--- config.mk ---
export PLATFORM = sky130hd
export DESIGN_NAME = mem_access_ctrl_flat
export DESIGN_NICKNAME = d
export VERILOG_FILES = /design/src/rtl/mem_access_ctrl_pkg.sv /design/src/rtl/mem_access_ctrl_if.sv /design/src/rtl/mem_access_ctrl.sv /design/src/flat_wrapper.sv
export SDC_FILE = /design/constraint.sdc
export NUM_CORES = 1
export LEC_CHECK = 0
export CORE_MARGIN = 5
export CORE_UTILIZATION = 41
export CTS_BUF_LIST = sky130_fd_sc_hd__clkbuf_4
export CTS_CLUSTER_SIZE = 16
export DETAILED_ROUTE_END_ITERATION = 8
export PLACE_DENSITY = 0.78
export SETUP_SLACK_MARGIN = 0.02
export SLEW_MARGIN = 5
export SYNTH_ARGS = -nofsm -noshare
export SYNTH_HDL_FRONTEND = slang
export SYNTH_SLANG_ARGS = --single-unit
--- constraint.sdc ---
create_clock -name mem_clk -period 1.9 [get_ports mem_clk]
set_clock_uncertainty 0.15 [all_clocks]
set_input_delay 0.38 -clock mem_clk [delete_from_list [all_inputs] [get_ports mem_clk]]
set_output_delay 0.38 -clock mem_clk [all_outputs]
set_load 0.01 [all_outputs]
--- src/rtl/mem_access_ctrl_pkg.sv ---
// Shared constants and types for the SR-1 memory access controller.
// The optional 16-bit access path is selected with the MEM_WORD_EN macro.
package sr1_mem_pkg;

    localparam int ADDR_W = 15;
    localparam int DATA_W = 8;

    localparam logic [ADDR_W-1:0] MM_PRESCALE = 15'h7FFF;
    localparam logic [ADDR_W-1:0] MM_SW1      = 15'h7FFE;
    localparam logic [ADDR_W-1:0] MM_SW2      = 15'h7FFD;
    localparam logic [ADDR_W-1:0] MM_BTN1     = 15'h7FFC;

    typedef enum logic [1:0] {
        ST_IDLE  = 2'd0,
        ST_ISSUE = 2'd1,
        ST_WAIT  = 2'd2,
        ST_RESP  = 2'd3
    } state_e;

    typedef struct packed {
        logic              write;
        logic              word;
        logic [ADDR_W-1:0] addr;
        logic [15:0]       wdata;
    } mem_req_t;

endpackage

--- src/rtl/mem_access_ctrl_if.sv ---
// Core request/response and byte-memory bus bundle for mem_access_ctrl.
// master = the controller, slave = the core plus memory responder.
interface mem_access_ctrl_if;
    import sr1_mem_pkg::*;

    logic              req_valid;
    logic              req_ready;
    logic              req_write;
    logic              req_word;
    logic [ADDR_W-1:0] req_addr;
    logic [15:0]       req_wdata;
    logic              rsp_valid;
    logic [15:0]       rsp_rdata;
    logic [ADDR_W-1:0] address;
    logic              read;
    logic              write;
    logic [DATA_W-1:0] mem_di;
    logic [DATA_W-1:0] mem_do;

    modport master (
        input  req_valid, req_write, req_word, req_addr, req_wdata, mem_do,
        output req_ready, rsp_valid, rsp_rdata, address, read, write, mem_di
    );

    modport slave (
        output req_valid, req_write, req_word, req_addr, req_wdata, mem_do,
        input  req_ready, rsp_valid, rsp_rdata, address, read, write, mem_di
    );

endinterface

--- src/rtl/mem_access_ctrl.sv ---
// Sequences core byte/word loads and stores into single-byte SR-1 memory strobes.
// Define MEM_WORD_EN to honour req_word (two-phase 16-bit accesses); otherwise byte only.
module mem_access_ctrl
    import sr1_mem_pkg::*;
#(
    parameter int RD_LAT = 1
) (
    input  logic                mem_clk,
    input  logic                mem_reset_n,
    mem_access_ctrl_if.master   bus
);

    localparam int              CNT_W    = (RD_LAT > 1) ? $clog2(RD_LAT) : 1;
    localparam logic [CNT_W-1:0] CNT_LAST = CNT_W'(RD_LAT - 1);

    state_e            state_q, state_d;
    mem_req_t          req_q, req_d;
    logic [CNT_W-1:0]  cnt_q, cnt_d;
    logic              phase_q, phase_d;
    logic [7:0]        lo_q, lo_d;

    logic              req_ready_q, req_ready_d;
    logic              rsp_valid_q, rsp_valid_d;
    logic [15:0]       rsp_rdata_q, rsp_rdata_d;
    logic [ADDR_W-1:0] address_q, address_d;
    logic              read_q, read_d;
    logic              write_q, write_d;
    logic [DATA_W-1:0] mem_di_q, mem_di_d;

    logic              more_bytes;
    logic              wait_done;

    assign more_bytes = req_q.word && !phase_q;
    assign wait_done  = (state_q == ST_WAIT) && (cnt_q == CNT_LAST);

    always_ff @(posedge mem_clk or negedge mem_reset_n) begin
        if (!mem_reset_n) begin
            state_q     <= ST_IDLE;
            req_q       <= '0;
            cnt_q       <= '0;
            lo_q        <= '0;
            req_ready_q <= 1'b0;
            rsp_valid_q <= 1'b0;
            rsp_rdata_q <= '0;
            address_q   <= '0;
            read_q      <= 1'b0;
            write_q     <= 1'b0;
            mem_di_q    <= '0;
        end else begin
            state_q     <= state_d;
            req_q       <= req_d;
            cnt_q       <= cnt_d;
            lo_q        <= lo_d;
            req_ready_q <= req_ready_d;
            rsp_valid_q <= rsp_valid_d;
            rsp_rdata_q <= rsp_rdata_d;
            address_q   <= address_d;
            read_q      <= read_d;
            write_q     <= write_d;
            mem_di_q    <= mem_di_d;
        end
    end

`ifdef MEM_WORD_EN
    always_ff @(posedge mem_clk or negedge mem_reset_n) begin
        if (!mem_reset_n) begin
            phase_q <= 1'b0;
        end else begin
            phase_q <= phase_d;
        end
    end
`else
    assign phase_q = 1'b0;
`endif

    // Sequencing: a byte phase ends after its strobe (store) or after RD_LAT wait cycles (load).
    always_comb begin
        state_d = state_q;
        req_d   = req_q;
        cnt_d   = cnt_q;
        phase_d = phase_q;
        case (state_q)
            ST_IDLE: begin
                if (bus.req_valid && req_ready_q) begin
                    state_d     = ST_ISSUE;
                    phase_d     = 1'b0;
                    req_d.write = bus.req_write;
`ifdef MEM_WORD_EN
                    req_d.word  = bus.req_word;
`else
                    req_d.word  = 1'b0;
`endif
                    req_d.addr  = bus.req_addr;
                    req_d.wdata = bus.req_wdata;
                end
            end
            ST_ISSUE: begin
                cnt_d = '0;
                if (!req_q.write) begin
                    state_d = ST_WAIT;
                end else if (more_bytes) begin
                    phase_d = 1'b1;
                end else begin
                    state_d = ST_RESP;
                end
            end
            ST_WAIT: begin
                if (cnt_q == CNT_LAST) begin
                    if (more_bytes) begin
                        state_d = ST_ISSUE;
                        phase_d = 1'b1;
                    end else begin
                        state_d = ST_RESP;
                    end
                end else begin
                    cnt_d = cnt_q + 1'b1;
                end
            end
            ST_RESP: state_d = ST_IDLE;
            default: state_d = ST_IDLE;
        endcase
    end

    // Outputs are registered, so they are decoded from the next state.
    always_comb begin
        req_ready_d = (state_d == ST_IDLE);
        rsp_valid_d = (state_d == ST_RESP);
        read_d      = 1'b0;
        write_d     = 1'b0;
        address_d   = address_q;
        mem_di_d    = mem_di_q;
        rsp_rdata_d = rsp_rdata_q;
        lo_d        = lo_q;
        if (state_d == ST_ISSUE) begin
            read_d    = !req_d.write;
            write_d   = req_d.write;
            address_d = phase_d ? (req_d.addr + 1'b1) : req_d.addr;
            mem_di_d  = phase_d ? req_d.wdata[15:8] : req_d.wdata[7:0];
        end
        if (wait_done) begin
            if (more_bytes) begin
                lo_d = bus.mem_do;
            end else if (req_q.word) begin
                rsp_rdata_d = {bus.mem_do, lo_q};
            end else begin
                rsp_rdata_d = {8'h00, bus.mem_do};
            end
        end
    end

    assign bus.req_ready = req_ready_q;
    assign bus.rsp_valid = rsp_valid_q;
    assign bus.rsp_rdata = rsp_rdata_q;
    assign bus.address   = address_q;
    assign bus.read      = read_q;
    assign bus.write     = write_q;
    assign bus.mem_di    = mem_di_q;

endmodule

--- src/flat_wrapper.sv ---
// flat-port wrapper written by rule: the top's interface ports become plain ports
module mem_access_ctrl_flat import sr1_mem_pkg::*;
#(
    parameter int RD_LAT = 1
)
  (mem_clk, mem_reset_n, bus_req_valid, bus_req_write, bus_req_word, bus_req_addr, bus_req_wdata, bus_mem_do, bus_req_ready, bus_rsp_valid, bus_rsp_rdata, bus_address, bus_read, bus_write, bus_mem_di);
  mem_access_ctrl_if bus_i ();
  input  logic mem_clk;
  input  logic mem_reset_n;
  input wire logic [$bits(bus_i.req_valid)-1:0] bus_req_valid;
  input wire logic [$bits(bus_i.req_write)-1:0] bus_req_write;
  input wire logic [$bits(bus_i.req_word)-1:0] bus_req_word;
  input wire logic [$bits(bus_i.req_addr)-1:0] bus_req_addr;
  input wire logic [$bits(bus_i.req_wdata)-1:0] bus_req_wdata;
  input wire logic [$bits(bus_i.mem_do)-1:0] bus_mem_do;
  output wire logic [$bits(bus_i.req_ready)-1:0] bus_req_ready;
  output wire logic [$bits(bus_i.rsp_valid)-1:0] bus_rsp_valid;
  output wire logic [$bits(bus_i.rsp_rdata)-1:0] bus_rsp_rdata;
  output wire logic [$bits(bus_i.address)-1:0] bus_address;
  output wire logic [$bits(bus_i.read)-1:0] bus_read;
  output wire logic [$bits(bus_i.write)-1:0] bus_write;
  output wire logic [$bits(bus_i.mem_di)-1:0] bus_mem_di;
  assign bus_i.req_valid = bus_req_valid;
  assign bus_i.req_write = bus_req_write;
  assign bus_i.req_word = bus_req_word;
  assign bus_i.req_addr = bus_req_addr;
  assign bus_i.req_wdata = bus_req_wdata;
  assign bus_i.mem_do = bus_mem_do;
  assign bus_req_ready = bus_i.req_ready;
  assign bus_rsp_valid = bus_i.rsp_valid;
  assign bus_rsp_rdata = bus_i.rsp_rdata;
  assign bus_address = bus_i.address;
  assign bus_read = bus_i.read;
  assign bus_write = bus_i.write;
  assign bus_mem_di = bus_i.mem_di;
  mem_access_ctrl #(.RD_LAT(RD_LAT)) u_core (.mem_clk(mem_clk), .mem_reset_n(mem_reset_n), .bus(bus_i));
endmodule
==> flow_metrics.py <==
metrics = {
    "outcome": {
        "status": "finished, violations left",
        "violations": "negative setup slack",
    },
    "floorplanning": {
        "die_w_microns": 86.3,
        "floorplan.initialDensity_pct": 42.9,
        "num_rows": 27,
        "core_area_sq_um": 5570,
        "design.die.area_sq_um": 7450,
        "ios": 87,
        "fp.dieH_microns": 86.3,
    },
    "yosys": {
        "ys_warn_count": 0,
        "synth_area_per_cell_sq_um": 16.5,
        "ys_seq_area_share_pct": 63.9,
        "syn_area_sq_um": 2390,
        "ys_seq_elements": 61,
        "synth_cell_types": 16,
        "syn_inst": 145,
    },
    "detailed_routing": {
        "drt-vias-per-instance": 4.64,
        "firstDrtPassIters": 4,
        "antenna_left": 0,
        "drt_iter0_markers": 28,
        "drc": 0,
        "avgRoutedWirePerCell_microns": 16.0,
        "routed_wirelength_microns": 5010,
        "num_vias": 1452,
    },
    "grt": {
        "grt_pass1_vias": 1614,
        "grt_pass1_wl_microns": 8270,
        "grt_antenna_before_repair": 0,
        "grt_max_degree": 62,
        "grt_overflow": 0,
        "grtUsageTotal_pct": 14.7,
    },
    "final_layout": {
        "layout.nets": 284,
        "fill_cells": 405,
        "final_util_pct": 66.3,
        "area_delta_synth_final_pct": 54.7,
        "layout-drive-gt1-share_pct": 39.8,
        "seq_area_sq_um": 1530,
        "diodes": 0,
        "multiInputGateArea_sq_um": 913,
    },
    "setup_path": {
        "cp-end-kind": "register",
        "startpoint_type": "register",
        "cp_max_fo": 5,
        "crit_required_ns": 2.02,
        "critPathTopFamily": "flip-flops",
        "crit_arrival_ns": 2.03,
        "path_class": "register to register",
        "r2r_slack_ns": -0.01,
        "critPathSlowestCell": "dfrtp_1",
        "worstPathCellList": "inv_4 -> ha_4 -> a311oi_4 -> buf_6 -> buf_12 -> mux2_2",
        "path_buf_inv": 3,
        "cpPeakStageDelay_ns": 0.41,
    },
    "sta": {
        "slew_viol_final": 0,
        "fin_crit_ns": 1.91,
        "fin_crit_sh_pct": 101,
        "grt_setup_unrepaired": "true",
        "finalHoldViolCount": 0,
        "fin_ws_ns": -0.0108,
        "whs_ns": 0.353,
        "setup_viol": 6,
        "max_freq_ghz": 0.523,
    },
    "cts": {
        "cts_max_path_buffers": 2,
        "cts.sinks": 61,
        "path_clk_slew_ns": 0.09,
        "cts_tree": "yes",
        "clock_latency_ns": 0.39,
        "htreeDepth": 3,
        "cts_root_buf": "clkbuf_4",
        "cts_buffers": 9,
    },
    "placed_design": {
        "gp_congestion": 0.691,
        "place_ws_ns": -0.342,
        "hpwl_microns": 3310,
        "portBuffers": 69,
    },
    "job": {
        "drv_cap": 0,
    },
    "min_path": {
        "hold_path_class": "register to register",
    },
    "pwr": {
        "p_leak_uw": 0.00188,
        "cellPowerDensity_nw_per_um2": 1890,
        "ir_worst_vdd_mv": 1.03,
        "power.total_uw": 6980,
    },
}
==> cells in the mapped netlist <==
| cell type | count | share of area, % |
|---|---|---|
| a31oi_1 | 1 | 0.26 |
| a211oi_2 | 1 | 0.52 |
| mux2_2 | 55 | 26 |
| nor2b_1 | 1 | 0.26 |
| nor2_1 | 1 | 0.16 |
| nand2_1 | 1 | 0.16 |
| nand3_2 | 1 | 0.42 |
| buf_4 | 9 | 2.8 |
| buf_6 | 2 | 0.94 |
| buf_2 | 2 | 0.42 |
| a311oi_4 | 1 | 1.1 |
| and2_1 | 2 | 0.52 |
| inv_1 | 2 | 0.31 |
| conb_1 | 1 | 0.16 |
| dfrtp_1 | 61 | 64 |
| ha_1 | 4 | 2.1 |
==> final cells by class <==
type	instances	share of cell area, %
well taps	72	2.44
flip-flops and latches	61	41.3
clock inverters	5	2.68
clock buffers	11	2.24
repair buffers	86	26.3
multi-input cells	76	24.7
inverters	2	0.339
==> flip-flops by register name, summed over array words and instances (netlist names) <==
signal and cells:
u_core.bus.write 1, u_core.bus.rsp_rdata 8, u_core.state_q 2, u_core.bus.mem_di 8
u_core.bus.address 15, u_core.bus.read 1, u_core.bus.rsp_valid 1, u_core.req_q 24
u_core.bus.req_ready 1
==> routing by layer <==
| layer | global-route usage, % | vias up | wire, microns |
|---|---|---|---|
| li1 | - | 671 | - |
| met1 | 16.6 | 721 | 2020 |
| met2 | 23.9 | 51 | 2470 |
| met3 | 6.37 | 9 | 431 |
| met4 | 6.80 | 0 | 87 |
| met5 | 0 | - | 0 |
==> worst paths after layout <==
check,from,to,cells after the start
max,u_core.state_q[0],u_core.bus.address[3],6
min,u_core.req_q[30],u_core.req_q[30],1
max reg2reg,u_core.state_q[0],u_core.bus.address[3],6
min reg2reg,u_core.req_q[30],u_core.req_q[30],1
max in group asynchronous,mem_reset_n,u_core.req_q[25],3
min in group asynchronous,mem_reset_n,u_core.req_q[17],3
==> layout by cell type (no fill, tap or decap), types with 2 or more instances in the layout <==
cell type / netlist / routed
buf_12: 0 / 4
dfrtp_1: 61 / 61
inv_4: 0 / 2
and2_1: 2 / 2
dlymetal6s2s_1: 0 / 24
buf_4: 9 / 8
dlygate4sd2_1: 0 / 3
mux2_4: 0 / 20
ha_4: 0 / 4
mux2_2: 55 / 35
conb_1: 1 / 8
clkdlybuf4s50_1: 0 / 41
bufinv_16: 0 / 3
clkbuf_4: 0 / 11
==> logic make-up (layout without fill, tap and decap cells) <==
group                      count (synthesis)  after routing  synth area share (%)
adders and majority gates                  4              4                  2.10
buffers and inverters                     15            104                  4.50
and+or+nand+nor                            6              6                  1.52
muxes                                     55             55                  25.9
other                                      1              8                 0.157
AOI/OAI and AO/OA                          3              3                  1.89
DFF                                       61             61                  63.9
==> power by group <==
part | internal [uW] | switching (uW)
clock | 691 | 452
combinational | 2280 | 1330
sequential | 1950 | 268
==> stage by stage <==
step                      setup TNS, ns  cell area [sq um]  std cells
after global placement            -6.34               3220        287
after detailed placement          -7.55               3220        287
final                           -0.0183               3690        313
after global routing              -1.12               3690        313
after CTS                        -0.258               3570        310
after floorplan                   -1.33               2450        152
==> what timing repair did <==
| action | in CTS | in global routing |
|---|---|---|
| gates resized for setup | 25 | 32 |
| endpoints found under the setup margin | 26 | 48 |
| hold buffers | 1 | 0 |
| pin swaps | 2 | 2 |
| hold endpoints to repair | 61 | 0 |
| cloned | 1 | 1 |
| setup buffers | 5 | 2 |
==> worst register-to-register path, stage by stage (launching register included) <==
cell	delay [ns]
dfrtp_1	0.41
inv_4	0.11
ha_4	0.22
a311oi_4	0.29
buf_6	0.17
buf_12	0.12
mux2_2	0.33
No activity file was read; power rests on OpenSTA's default activity.
==> variant 1: new RTL, same flow settings <==
Build with the macro `MEM_WORD_EN` defined.
--- a/src/rtl/mem_access_ctrl.sv
+++ b/src/rtl/mem_access_ctrl.sv
@@ -2,2 +2,4 @@
 // Define MEM_WORD_EN to honour req_word (two-phase 16-bit accesses); otherwise byte only.
+`define MEM_WORD_EN
+
 module mem_access_ctrl
Function: changed (Yosys sat finds a counterexample within 4 cycles, from zero or initial values and one cycle with mem_reset_n low).
==> variant 1 against the original RTL <==
  * Cell area is 40% higher
  * Sequential cell count increased by 26
  * Wire length grew 72%
  * Count of clock-buffer cells in the layout fell by 2
  * Highest routed layer unchanged
  * Setup slack lost 0.11 ns
  * Area after synthesis up 55%
  * Worst hold slack lost 0.076 ns
  * Sequential power is 42% higher
  * Clock power fell by 19%
  * Sequential share of layout area is 0.78 points higher
  * Via count rose by 86%
  * Total power is 20% higher
  * Critical path type unchanged
  * The flow still finishes with violations (setup timing)
==> variant 1: results (changes against the original RTL) <==
yosys:
  synth-edff-count: 0  # unchanged
  synth_compound_area_share_pct: 10.52  # +8.6 points
  ys_async_sr_fraction_pct: 100.0  # unchanged
  yosys-top-cells-area: "dfrtp_1 (59%), mux2_2 (12%), nand2_1 (5.2%)"
  synth_xor_area_share_pct: 1.652  # +1.7 points
  synth_nets: 349
  ys.flop_type: "dfrtp_1"
  yosysTopAreaCellShare_pct: 58.66  # -5.2 points
  syn_avg_cell_area_um2: 12.17  # -26%
  seq_area_frac_synth_pct: 58.66  # -5.2 points
  muxShareOfSynthArea_pct: 16.42  # -9.5 points
  synthAdderAreaFrac_pct: 0  # -2.1 points
  ys_top_cells_by_count: "dfrtp_1 (87), nand2_1 (51), mux2_2 (39)"
  ys_types: 42  # +26
power:
  power.switching_mw: 3.172  # +55%
  ir_drop_uv: 774.5  # -25%
  p_int_mw: 5.218  # +5.8%
  pwr-share-seq_pct: 37.5  # +5.7 points
  pg_comb_mw: 4.32  # +19%
  p_leak_nw: 2.401  # +28%
placed_design:
  dpl_cell_area_um2: 4862  # +51%
  place_hpwl_um: 5942  # +79%
  portBuffers: 86  # +25%
  dp_worst_setup_slack_ns: -0.5075  # -0.1653 ns
  dp_cells: 510  # +78%
  place_congestion: 0.8107  # +17%
sta:
  setup_slack_ns: -0.1198  # -0.1090 ns
  setup_viol: 22  # +16
  finalSetupTns_ns: -1.093  # -1.075 ns
  worstMarginPinSlew_ns: 0.4405
  hold_ws_ns: 0.2774  # -0.07592 ns
worst_hold_path:
  hp-class: "primary input to async pin"
clock_tree:
  cts_max_path_buffers: 2  # unchanged
  clk_latency_ns: 0.44  # +0.05 ns
  cts.clk_slew.worst_paths_ns: 0.14  # +0.05 ns
  cts_buffers: 9  # unchanged
finish:
  stdcell_count: 537  # +72%
  antenna_cells: 0  # unchanged
  largest_reg_flops: 33  # +38%
  final_nets: 468  # +65%
  drive_gt1_share_pct: 27.74  # -12 points
setup_path:
  path_max_fanout: 5  # unchanged
  r2r_start: "u_core.state_q[1]"
  crit_path_max_incr_delay_ns: 0.44  # +0.03 ns
  r2r-end: "u_core.bus.address[14]"
  crit_path_start: "u_core.state_q[1]"
  crit_slowest_cell: "dfrtp_1"
  r2r.worst_path.cells: 6  # unchanged
  worst-endpoint-arrival_ns: 2.19  # +0.16 ns
global_route:
  grt_pass1_vias: 2849  # +77%
  antenna_found_initial: 0  # unchanged
  grt_pass1_wl_um: 14060  # +70%
  grt_max_degree: 45  # -27%
  grtUsageTotal_pct: 15.88  # +1.2 points
detailed_routing:
  dr_total_vias: 2699  # +86%
  dr.pass1.iters: 7  # +3
  dr.first_iter.drc_count: 48  # +71%
  routed_wl_um: 8619  # +72%
outcome:
  violations: "setup timing"
  run_status: "finished, violations left"
variant 1: cell types whose count changed in the layout (fill, tap and decap cells not counted), sizes merged, moves of 7 or more:
cell	unedited run	this run
buf	16	35
dfrtp	61	87
mux2i	0	17
conb	8	0
nand2	1	51
dlymetal6s2s	24	2
dlygate4sd2	3	40
o21ai	0	35
mux2	55	39
xnor2	0	7
variant 1: kinds of logic after synthesis:
| family | count (synthesis) |
|---|---|
| mux | 56 |
| flops | 87 |
| compound gates | 60 |
| xor+xnor | 7 |
| buf+inv | 20 |
| simple gates | 75 |
variant 1: timing repair:
action	CTS	global route
buffers inserted	3	4
pin swaps	0	12
hold buffers	1	0
setup endpoints to repair	64	28
hold endpoints to repair	30	0
cloned	1	2
resized for setup	48	24
variant 1: how the worst max path moves through the flow:
stage | cells past startpoint | to
finish | 6 | u_core.bus.address[14]
CTS | 7 | u_core.bus.address[4]
detailed placement | 6 | u_core.bus.address[6]
global route | 6 | u_core.bus.address[14]
global placement | 7 | u_core.bus.mem_di[7]
floorplan | 8 | u_core.bus.mem_di[7]
variant 1: area by class of cell:
type	count	area [µm²]
Clock buffer	9	67.56
Clock inverter	7	48.80
Fill cell	728	3591
Inverter	4	17.52
Multi-Input combinational cell	200	1567
Sequential cell	87	2177
Tap cell	108	135.1
Timing Repair Buffer	122	1160
variant 1: worst max-delay path: cells and delay by family, from the launching register on:
family	cells	cell delay, ns
AOI/OAI and AO/OA	3	0.68
buffers and inverters	1	0.14
DFF	1	0.44
and+or+nand+nor	2	0.52
variant 1: routing by layer:
layer | wire, µm | GRT usage [%] | up-vias
li1 | - | - | 1294
met1 | 3783 | 20.06 | 1314
met2 | 4252 | 25.72 | 78
met3 | 435 | 4.562 | 13
met4 | 148 | 6.301 | 0
met5 | 0 | 0 | -
==> variant 2: new RTL, config.mk and constraints unchanged <==
Made on the original files. Re-encode `state_e` (4 states) as one-hot, 4 bits wide.
--- a/src/rtl/mem_access_ctrl_pkg.sv
+++ b/src/rtl/mem_access_ctrl_pkg.sv
@@ -12,7 +12,7 @@
 
-    typedef enum logic [1:0] {
-        ST_IDLE  = 2'd0,
-        ST_ISSUE = 2'd1,
-        ST_WAIT  = 2'd2,
-        ST_RESP  = 2'd3
+    typedef enum logic [3:0] {
+        ST_IDLE  = 4'b0001,
+        ST_ISSUE = 4'b0010,
+        ST_WAIT  = 4'b0100,
+        ST_RESP  = 4'b1000
     } state_e;
Check against the original RTL: no difference found for any inputs over 10 cycles, from zero or initial values and one cycle with mem_reset_n low; not proved beyond that.
==> variant 2 against the original RTL <==
  * Setup slack improved by 0.096 ns
  * First-iteration DRC count fell by 11%
  * Total power fell by 46%
  * Largest cell class unchanged
  * Synthesized cell count fell by 31%
  * Sequential share of layout area fell by 1.0 points
  * Sequential cell count fell by 21
  * Area after synthesis fell by 28%
  * Wire length fell by 25%
  * Cell area fell by 33%
==> variant 2: results (changes against the original RTL) <==
setup_path:
  r2r-end: "u_core.bus.address[1]"
  r2r.worst_path.cells: 4  # -2
  r2r_start: "u_core.state_q[0]"
  crit_slowest_cell: "clkdlybuf4s50_1"
  path_max_fanout: 2  # -3
  crit_path_max_incr_delay_ns: 0.56  # +0.15 ns
  r2r_slack_ns: 0.14  # +0.15 ns
  worst-endpoint-arrival_ns: 1.28  # -0.75 ns
  cp_top_family: "buffers and inverters"
detailed_routing:
  dr.first_iter.drc_count: 25  # -11%
  dr.pass1.iters: 3  # -1
  routedWlPerCell_um: 16.39  # +2.4%
  vias_per_cell: 4.627  # -0.25%
yosys:
  ys_warn_count: 0  # unchanged
  synthAdderAreaFrac_pct: 0  # -2.1 points
  ys_types: 18  # +2
  syn_avg_cell_area_um2: 17.09  # +3.8%
  ys_top_cells_by_count: "dfrtp_1 (39), mux2_4 (22), mux2_2 (10)"
  muxShareOfSynthArea_pct: 25.92  # about the same
  ys.flop_type: "dfrtp_1"
  yosys-top-cells-area: "dfrtp_1 (57%), mux2_4 (19%), mux2_2 (6.6%)"
  synth_compound_area_share_pct: 1.318  # -0.57 points
  seq_area_frac_synth_pct: 58.64  # -5.3 points
global_route:
  grtUsageTotal_pct: 14.42  # -0.23 points
  grt_max_degree: 22  # -65%
  grt_pass1_vias: 1191  # -26%
  grt_pass1_wl_um: 5906  # -29%
finish:
  final_nets: 221  # -22%
  largest_reg_flops: 15  # -38%
  antenna_cells: 0  # unchanged
  drive_gt1_share_pct: 28.09  # -12 points
  stdcell_count: 228  # -27%
  fin_area_um2: 2489  # -33%
power:
  ir_drop_uv: 713.5  # -31%
  p_int_mw: 2.663  # -46%
  p_leak_nw: 1.122  # -40%
outcome:
  run_status: "completed"
clock_tree:
  cts.clk_slew.worst_paths_ns: 0.12  # +0.03 ns
  cts_buffers: 5  # -4
  cts_resized: 0  # -100%
  ctsHoldBuffers: 1  # unchanged
  htree_levels: 2  # -1
  clk_latency_ns: 0.34  # -0.05 ns
  cts_setup_buffers: 0  # -5
placed_design:
  place_hpwl_um: 2867  # -13%
  place_congestion: 0.7682  # +11%
  portBuffers: 69  # unchanged
  dp_worst_setup_slack_ns: 0.03564  # +0.3779 ns
  dpl_cell_area_um2: 2396  # -26%
worst_hold_path:
  hold_end: "u_core.state_q[2]"
  whs_path_depth: 1  # unchanged
  worst_hold_startpoint: "u_core.req_q[32]"
  hp-class: "flip-flop to flip-flop"
sta:
  hold_ws_ns: 0.3467  # -0.006564 ns
  min_period_ns: 1.814  # -0.09645 ns
==> variant 2: cell types whose count changed in the layout (fill, tap and decap cells not counted), moves of 3 or more <==
cell | unedited run | this run
mux2_2 | 35 | 10
clkdlybuf4s50_1 | 41 | 67
dfrtp_1 | 61 | 39
buf_4 | 8 | 3
dlymetal6s2s_1 | 24 | 1
a211oi_1 | 0 | 3
clkbuf_4 | 11 | 7
dlygate4sd2_1 | 3 | 0
ha_4 | 4 | 0
bufinv_16 | 3 | 0
==> variant 2: power by group through the flow <==
stage	sequential, mW	combinational, mW	clock (mW)
2_1_floorplan	1.61	0.912	0
3_3_place_gp	1.44	1.83	0
3_5_place_dp	1.47	1.86	0
4_1_cts	1.45	1.88	0.450
5_1_grt	1.50	2.00	0.489
6_report	1.45	1.89	0.431
==> variant 2: final cells by class <==
type | count | area (µm²)
Tap cell | 50 | 62.56
Timing Repair Buffer | 76 | 780.7
Clock inverter | 1 | 3.754
Clock buffer | 7 | 52.55
Fill cell | 309 | 1540
Multi-Input combinational cell | 54 | 586.8
Sequential cell | 40 | 1002
==> variant 2: routing by layer <==
layer / vias to the layer above / wire length [µm] / part of all wire (%) / global-route usage, %
met5: - / 0 / 0 / 0
met4: 0 / 112 / 3.0 / 5.534
met3: 14 / 256 / 6.9 / 5.405
met2: 42 / 1994 / 53 / 24.88
met1: 518 / 1372 / 37 / 16.15
li1: 481 / - / - / -
==> variant 2: how the worst max path moves through the flow <==
stage / startpoint / end / cells past startpoint
floorplan: u_core.state_q[0] / u_core.bus.address[10] / 5
global placement: bus_req_valid / u_core.bus.address[0] / 4
detailed placement: u_core.state_q[0] / u_core.bus.address[1] / 4
CTS: u_core.state_q[0] / u_core.bus.address[1] / 4
global route: u_core.bus.address[4] / bus_address[4] / 1
finish: u_core.bus.address[4] / bus_address[4] / 1
